## src/rtl/atm_keypad_pkg.sv

```systemverilog
// Shared constants for the ATM keypad front-end.
//   - Key codes delivered on the keypad tecla bus.
//   - Entry-FSM state encoding (kept as plain localparams for legacy tools).
//   - Default amount saturation limit.
package atm_keypad_pkg;

  // Key codes: 0-9 are decimal digits, 0xD-0xF are unused and rejected.
  localparam logic [3:0] KEY_ENTER  = 4'hA;
  localparam logic [3:0] KEY_CLEAR  = 4'hB;
  localparam logic [3:0] KEY_CANCEL = 4'hC;

  // Entry FSM states.
  localparam logic [1:0] StIdle   = 2'd0;
  localparam logic [1:0] StPin    = 2'd1;
  localparam logic [1:0] StAmount = 2'd2;
  localparam logic [1:0] StDone   = 2'd3;

  localparam logic [31:0] MAX_MONTO_DEFAULT = 32'd999999;

  function automatic logic is_digit(input logic [3:0] key);
    return key <= 4'd9;
  endfunction

endpackage

```

## src/rtl/atm_bcd_acumulador.sv

```systemverilog
// Decimal-entry accumulator step: acc_next = min(acc * 10 + digit, MAX_MONTO).
// Purely combinational.
// Ports:
//   acc      in   MONTO_W  current binary amount (never above MAX_MONTO)
//   digit    in   4        decimal digit 0-9 being appended
//   acc_next out  MONTO_W  updated amount, clamped to MAX_MONTO
//   sat      out  1        high when the clamp was applied
module atm_bcd_acumulador
  import atm_keypad_pkg::*;
#(
  parameter int unsigned          MONTO_W   = 32,
  parameter logic [MONTO_W-1:0]   MAX_MONTO = MONTO_W'(MAX_MONTO_DEFAULT)
) (
  input  logic [MONTO_W-1:0] acc,
  input  logic [3:0]         digit,
  output logic [MONTO_W-1:0] acc_next,
  output logic               sat
);

  // Four extra bits hold acc*10+9 for any MONTO_W-bit acc without overflow.
  localparam int unsigned WideW = MONTO_W + 4;

  logic [WideW-1:0] wide;

  always_comb begin
    wide     = ({4'b0000, acc} * WideW'(10)) + WideW'(digit);
    sat      = wide > {4'b0000, MAX_MONTO};
    acc_next = sat ? MAX_MONTO : wide[MONTO_W-1:0];
  end

endmodule

```

## src/rtl/atm_keypad_entry.sv

```systemverilog
// ATM keypad front-end: turns raw keystrokes into the controller's PIN
// interface (digito/add_digit/digito_stb) and amount interface
// (monto/monto_stb). PIN phase, then amount phase, with inactivity timeout
// and cancel. All outputs are registered (one cycle after the causing edge).
// Ports:
//   clk              in   1        clock, rising edge
//   rst              in   1        asynchronous active-low reset
//   tarjeta_recibida in   1        card present; sampled only in IDLE/DONE
//   tecla_stb        in   1        tecla valid strobe
//   tecla            in   4        key code
//   digito           out  4        last accepted PIN digit
//   add_digit        out  1        pulse per accepted PIN digit
//   digito_stb       out  1        pulse: PIN complete
//   monto            out  MONTO_W  confirmed amount, held until next card
//   monto_stb        out  1        pulse: amount confirmed
//   cuenta_pin       out  3        PIN digits accepted so far
//   tecla_error      out  1        pulse on rejected key
//   timeout          out  1        pulse on inactivity abort
module atm_keypad_entry
  import atm_keypad_pkg::*;
#(
  parameter int unsigned        MONTO_W     = 32,
  parameter logic [MONTO_W-1:0] MAX_MONTO   = MONTO_W'(MAX_MONTO_DEFAULT),
  parameter int unsigned        PIN_DIGITS  = 4,
  parameter int unsigned        TIMEOUT_CYC = 1000000
) (
  input  logic               clk,
  input  logic               rst,
  input  logic               tarjeta_recibida,
  input  logic               tecla_stb,
  input  logic [3:0]         tecla,
  output logic [3:0]         digito,
  output logic               add_digit,
  output logic               digito_stb,
  output logic [MONTO_W-1:0] monto,
  output logic               monto_stb,
  output logic [2:0]         cuenta_pin,
  output logic               tecla_error,
  output logic               timeout
);

  localparam int unsigned       TimerW    = $clog2(TIMEOUT_CYC + 1);
  // Timer holds the number of idle cycles already seen; the edge that would
  // make it TIMEOUT_CYC is the one that aborts.
  localparam logic [TimerW-1:0] TimerLast = TimerW'(TIMEOUT_CYC - 1);
  localparam logic [2:0]        PinFull   = 3'(PIN_DIGITS);

  logic [1:0]         state_q, state_d;
  logic [2:0]         cuenta_q, cuenta_d;
  logic [MONTO_W-1:0] acc_q, acc_d;
  logic [TimerW-1:0]  timer_q, timer_d;
  logic [3:0]         digito_q, digito_d;
  logic [MONTO_W-1:0] monto_q, monto_d;
  logic               add_digit_q, add_digit_d;
  logic               digito_stb_q, digito_stb_d;
  logic               monto_stb_q, monto_stb_d;
  logic               tecla_error_q, tecla_error_d;
  logic               timeout_q, timeout_d;

  logic [MONTO_W-1:0] acc_step;
  logic               acc_sat;

  atm_bcd_acumulador #(
    .MONTO_W   (MONTO_W),
    .MAX_MONTO (MAX_MONTO)
  ) u_acumulador (
    .acc      (acc_q),
    .digit    (tecla),
    .acc_next (acc_step),
    .sat      (acc_sat)
  );

  always_comb begin
    state_d       = state_q;
    cuenta_d      = cuenta_q;
    acc_d         = acc_q;
    timer_d       = timer_q;
    digito_d      = digito_q;
    monto_d       = monto_q;
    add_digit_d   = 1'b0;
    digito_stb_d  = 1'b0;
    monto_stb_d   = 1'b0;
    tecla_error_d = 1'b0;
    timeout_d     = 1'b0;

    case (state_q)
      StIdle: begin
        if (tarjeta_recibida) begin
          state_d  = StPin;
          cuenta_d = '0;
          acc_d    = '0;
          monto_d  = '0;
          timer_d  = '0;
        end
      end

      StDone: begin
        if (!tarjeta_recibida) begin
          state_d = StIdle;
        end
      end

      StPin, StAmount: begin
        if (tecla_stb) begin
          // Any key restarts the idle timer, even one arriving on the expiry cycle.
          timer_d = '0;
          if (tecla == KEY_CANCEL) begin
            state_d  = StIdle;
            cuenta_d = '0;
            acc_d    = '0;
          end else if (tecla > KEY_CANCEL) begin
            tecla_error_d = 1'b1;
          end else if (state_q == StPin) begin
            if (is_digit(tecla)) begin
              if (cuenta_q < PinFull) begin
                digito_d    = tecla;
                add_digit_d = 1'b1;
                cuenta_d    = cuenta_q + 3'd1;
              end else begin
                tecla_error_d = 1'b1;
              end
            end else if (tecla == KEY_ENTER) begin
              if (cuenta_q == PinFull) begin
                digito_stb_d = 1'b1;
                state_d      = StAmount;
              end else begin
                tecla_error_d = 1'b1;
              end
            end else begin
              // CLEAR: downstream overwrites its own shift register on re-entry.
              cuenta_d = '0;
            end
          end else begin
            if (is_digit(tecla)) begin
              acc_d         = acc_step;
              tecla_error_d = acc_sat;
            end else if (tecla == KEY_ENTER) begin
              if (acc_q == '0) begin
                tecla_error_d = 1'b1;
              end else begin
                monto_d     = acc_q;
                monto_stb_d = 1'b1;
                state_d     = StDone;
              end
            end else begin
              acc_d = '0;
            end
          end
        end else if (timer_q == TimerLast) begin
          timeout_d = 1'b1;
          state_d   = StIdle;
          cuenta_d  = '0;
          acc_d     = '0;
          timer_d   = '0;
        end else begin
          timer_d = timer_q + 1'b1;
        end
      end

      default: state_d = StIdle;
    endcase
  end

  always_ff @(posedge clk or negedge rst) begin
    if (!rst) begin
      state_q       <= StIdle;
      cuenta_q      <= '0;
      acc_q         <= '0;
      timer_q       <= '0;
      digito_q      <= '0;
      monto_q       <= '0;
      add_digit_q   <= 1'b0;
      digito_stb_q  <= 1'b0;
      monto_stb_q   <= 1'b0;
      tecla_error_q <= 1'b0;
      timeout_q     <= 1'b0;
    end else begin
      state_q       <= state_d;
      cuenta_q      <= cuenta_d;
      acc_q         <= acc_d;
      timer_q       <= timer_d;
      digito_q      <= digito_d;
      monto_q       <= monto_d;
      add_digit_q   <= add_digit_d;
      digito_stb_q  <= digito_stb_d;
      monto_stb_q   <= monto_stb_d;
      tecla_error_q <= tecla_error_d;
      timeout_q     <= timeout_d;
    end
  end

  assign digito      = digito_q;
  assign add_digit   = add_digit_q;
  assign digito_stb  = digito_stb_q;
  assign monto       = monto_q;
  assign monto_stb   = monto_stb_q;
  assign cuenta_pin  = cuenta_q;
  assign tecla_error = tecla_error_q;
  assign timeout     = timeout_q;

endmodule
```

## config.mk

```make
export PLATFORM = sky130hd
export DESIGN_NAME = atm_keypad_entry
export DESIGN_NICKNAME = d
export VERILOG_FILES = /design/src/rtl/atm_keypad_pkg.sv /design/src/rtl/atm_bcd_acumulador.sv /design/src/rtl/atm_keypad_entry.sv
export SDC_FILE = /design/constraint.sdc
export NUM_CORES = 1
export LEC_CHECK = 0
export ABC_AREA = 1
export BUFFER_PORTS_ARGS = -buffer_cell sky130_fd_sc_hd__buf_2
export CAP_MARGIN = 0
export CORE_UTILIZATION = 55
export DETAILED_ROUTE_END_ITERATION = 8
export PLACE_DENSITY_LB_ADDON = 0.15
export SLEW_MARGIN = 0
export SYNTH_ARGS = -nofsm -noshare
export SYNTH_HDL_FRONTEND = slang
export SYNTH_SLANG_ARGS = --single-unit
```

## constraint.sdc

```tcl
create_clock -name clk -period 3.75 [get_ports clk]
set_clock_uncertainty 0.05 [all_clocks]
set_input_delay 0.1875 -clock clk [delete_from_list [all_inputs] [get_ports clk]]
set_output_delay 0.1875 -clock clk [all_outputs]
set_load 0.05 [all_outputs]
```

==> results.py <==
metrics = {
    "clocking": {
        "htree_levels": 3,
        "cts_tree": "yes",
        "clock_sinks": 98,
        "cts-root-buf": "clkbuf_16",
        "clock_latency_ns": 0.35,
        "cts_buffers": 9,
        "clk_pin_slew_ns": 0.07,
        "clock_path_buffers": 2,
    },
    "timing": {
        "final.setup.tns_ns": -1.18,
        "rsz0062_at_grt": "yes",
        "post-route-period-util_pct": 104,
        "finalHoldViolCount": 37,
        "holdWs_ns": -0.0272,
        "post-route-min-period_ns": 3.89,
        "finalMaxSlewViolations": 0,
        "worst_slack_ns": -0.136,
        "worst_slew_pin_slew_ns": 1.02,
        "setup_violations": 18,
        "relSlewSlack_pct": 31.9,
        "fmax_ghz": 0.257,
    },
    "synth": {
        "synth_top_area_cell": "dfrtp_1",
        "muxShareOfSynthArea_pct": 0.532,
        "synth_edf_count": 0,
        "ys_seq_area_share_pct": 29.0,
        "syn-mean-instance-area_um2": 6.46,
        "ys_warn_count": 0,
        "synth_flop_cell": "dfrtp_1",
        "synth-adder-area-share_pct": 11.1,
        "synth_compound_area_share_pct": 7.86,
        "synth_top_area_share_pct": 29.0,
        "async_flop_share_pct": 100,
        "synth_top_family_by_area": "simple AND/OR/NAND/NOR gates",
        "syn-num-nets": 1392,
        "mappedNetlistArea_um2": 8470,
        "yosysUniqueCellTypes": 44,
        "yosys.area_share.xor_xnor_pct": 1.86,
        "synth_area_leaders": "dfrtp_1, nand2_1, ha_1, inv_1, nand3_1",
        "synth-simple-area-share_pct": 38.5,
        "syn_inst": 1310,
        "yosys_register_bits": 98,
    },
    "power_and_ir_drop": {
        "peakVddDrop_uv": 651,
        "leakagePower_nw": 5.69,
        "power_density_nw_per_um2": 475,
    },
    "finish": {
        "fin_nets": 1530,
        "postLayoutCellArea_um2": 10100,
        "antenna_cells": 0,
        "final_layout_size_suffix_gt1_share_pct": 16.0,
        "final_common_cell": "nand2_1",
        "fin_util_pct": 68.4,
        "mostFrequentLayoutCells": "nand2_1, inv_1, nor2_1, nand3_1, dfrtp_1",
        "final-instance-count-excl-fill": 1636,
        "area_growth_pct": 19.3,
        "num-fill-cells": 1291,
    },
    "critical_path": {
        "critical_path_class": "flop to flop",
        "critPathArrivalTime_ns": 4.06,
        "critPathMaxFanout": 6,
        "worstPathRequired_ns": 3.92,
        "r2r_slack_ns": -0.14,
        "startpoint_type": "flop",
        "regToRegStartpoint": "acc_q[3]",
        "reg2regPathDepth": 22,
        "rr_endpoint": "acc_q[14]",
        "critPathCaptureType": "flop",
    },
    "placement": {
        "place_congestion": 0.943,
        "port-buffer-count": 51,
        "dp_slack_ns": -0.178,
        "dpl.cell_count": 1613,
        "placed_cell_area_um2": 9530,
        "dp_hpwl_mm": 17.4,
    },
    "outcome": {
        "violations": "hold timing, setup timing",
        "outcome": "finished, violations left",
    },
    "die": {
        "dieArea_um2": 15900,
        "coreArea_um2": 14800,
        "rows": 44,
        "die_x_um": 126,
        "die_height_um": 126,
        "io_pins": 52,
        "start_util_pct": 57.4,
    },
    "global_route": {
        "grt_usage_pct": 28.8,
        "grt.overflow.total": 0,
        "grt_first_pass_wirelength_mm": 37.1,
        "grt_max_degree": 85,
        "antenna_found_initial": 0,
        "grt_pass1_vias": 8146,
    },
    "detailed_routing": {
        "initialDrtViolationCount": 513,
        "drt-pass1-iter-count": 6,
        "drcViolationCount": 0,
        "post_drt_wl_per_cell_um": 13.6,
        "ant_nets": 0,
        "vias_per_cell": 5.33,
        "dr_total_vias": 8713,
        "routed_wirelength_mm": 22.2,
    },
    "job": {
        "maxCapViolations": 0,
    },
    "min_path": {
        "hp-class": "primary input to asynchronous set/reset pin",
    },
}
==> worst max path at each step <==
stage / start / end / slack, ns / cells past startpoint
2_1_floorplan: acc_q[1] / acc_q[2] / 0.18 / 23
3_3_place_gp: acc_q[1] / tecla_error / -0.05 / 25
3_5_place_dp: acc_q[1] / tecla_error / -0.18 / 26
4_1_cts: acc_q[1] / tecla_error / -0.04 / 26
5_1_grt: acc_q[0] / acc_q[19] / -0.39 / 24
6_report: acc_q[3] / acc_q[14] / -0.14 / 22
==> cell families (layout without fill, tap and decap cells) <==
family | after synthesis | in the layout
and+or+nand+nor | 748 | 748
buffers and inverters | 250 | 392
AOI/OAI and AO/OA | 118 | 118
DFF | 98 | 98
adders and majority gates | 74 | 74
xor gates and xnor gates | 18 | 18
muxes | 4 | 4
==> area by class of cell <==
type | count | area, um^2 | area share, %
Clock inverter | 6 | 139 | 1.38
Multi-Input combinational cell | 962 | 5190 | 51.4
Tap cell | 184 | 230 | 2.28
Sequential cell | 98 | 2450 | 24.3
Timing Repair Buffer | 143 | 981 | 9.71
Clock buffer | 9 | 225 | 2.23
Inverter | 234 | 881 | 8.72
==> layer usage <==
metal	part of all wire (%)	wire (um)	track usage, %
met1	47	10500	40.1
met2	45	10100	47.4
met3	5.0	1110	2.76
met4	2.4	531	9.28
met5	0	0	0
==> critical path, cell delays in order, from the launching register on <==
cell,delay (ns)
dfrtp_1,0.41
buf_4,0.17
ha_1,0.30
ha_2,0.38
inv_1,0.05
nand2_1,0.12
nand3_1,0.12
nand2_2,0.14
nand2_1,0.07
nand2_1,0.15
nand3_4,0.11
nor3_4,0.20
nand2_2,0.13
nor2_4,0.19
nand3_2,0.11
nand2_1,0.08
nand2_1,0.05
nor2_1,0.09
nand3_1,0.08
nor2_2,0.17
nand3_4,0.18
o21ai_0,0.31
nand2_1,0.08
==> synthesized netlist by cell type (2+ instances only) <==
| cell | instances |
|---|---|
| a31oi_1 | 3 |
| a21o_1 | 2 |
| o21ai_2 | 5 |
| o22ai_1 | 3 |
| xor2_1 | 16 |
| inv_1 | 231 |
| a211oi_1 | 3 |
| xnor2_1 | 2 |
| nand2_2 | 15 |
| fa_1 | 2 |
| ha_1 | 72 |
| nand4_1 | 21 |
| o21ai_0 | 52 |
| nand2_1 | 422 |
| nor3_1 | 22 |
| nand3_1 | 103 |
| and3_1 | 2 |
| clkbuf_1 | 14 |
| nor2_2 | 10 |
| nor4_1 | 14 |
| mux2_2 | 4 |
| a221oi_1 | 2 |
| nor2_1 | 111 |
| a21oi_2 | 3 |
| and2_1 | 4 |
| nor3b_1 | 3 |
| nand3_2 | 10 |
| nand3b_1 | 6 |
| inv_2 | 2 |
| a21oi_1 | 34 |
| o21ai_1 | 5 |
| nor2_4 | 3 |
| dfrtp_1 | 98 |
==> through the flow <==
step / hold slack, ns / power [mW]
2_1_floorplan: -0.158 / 2.92
3_3_place_gp: 0.342 / 3.58
3_5_place_dp: 0.333 / 3.60
4_1_cts: 0.0109 / 4.74
5_1_grt: 0.0625 / 5.07
6_report: -0.0272 / 4.79
==> flip-flops by register name, summed over array words and instances (netlist names) <==
name         count
add_digit        1
state_q          2
monto_stb        1
monto           32
cuenta_pin       3
timeout          1
digito_stb       1
digito           4
timer_q         20
tecla_error      1
acc_q           32
==> power by group <==
part / internal, mW / leakage, nW / switching (mW)
clock network: 0.720 / 0.174 / 0.394
logic: 0.679 / 4.19 / 1.62
registers: 1.25 / 1.33 / 0.135
total: 2.65 / 5.69 / 2.14
==> what timing repair did <==
| action | in CTS | in global routing |
|---|---|---|
| resized for setup | 8 | 22 |
| cloned | 0 | 1 |
| endpoints found under the hold margin | 1 | 0 |
| setup endpoints to repair | 21 | 21 |
| hold buffers | 1 | 0 |
| setup buffers | 1 | 5 |
| pin swaps | 2 | 16 |
Note: power is estimated with default switching activity, not from simulation.
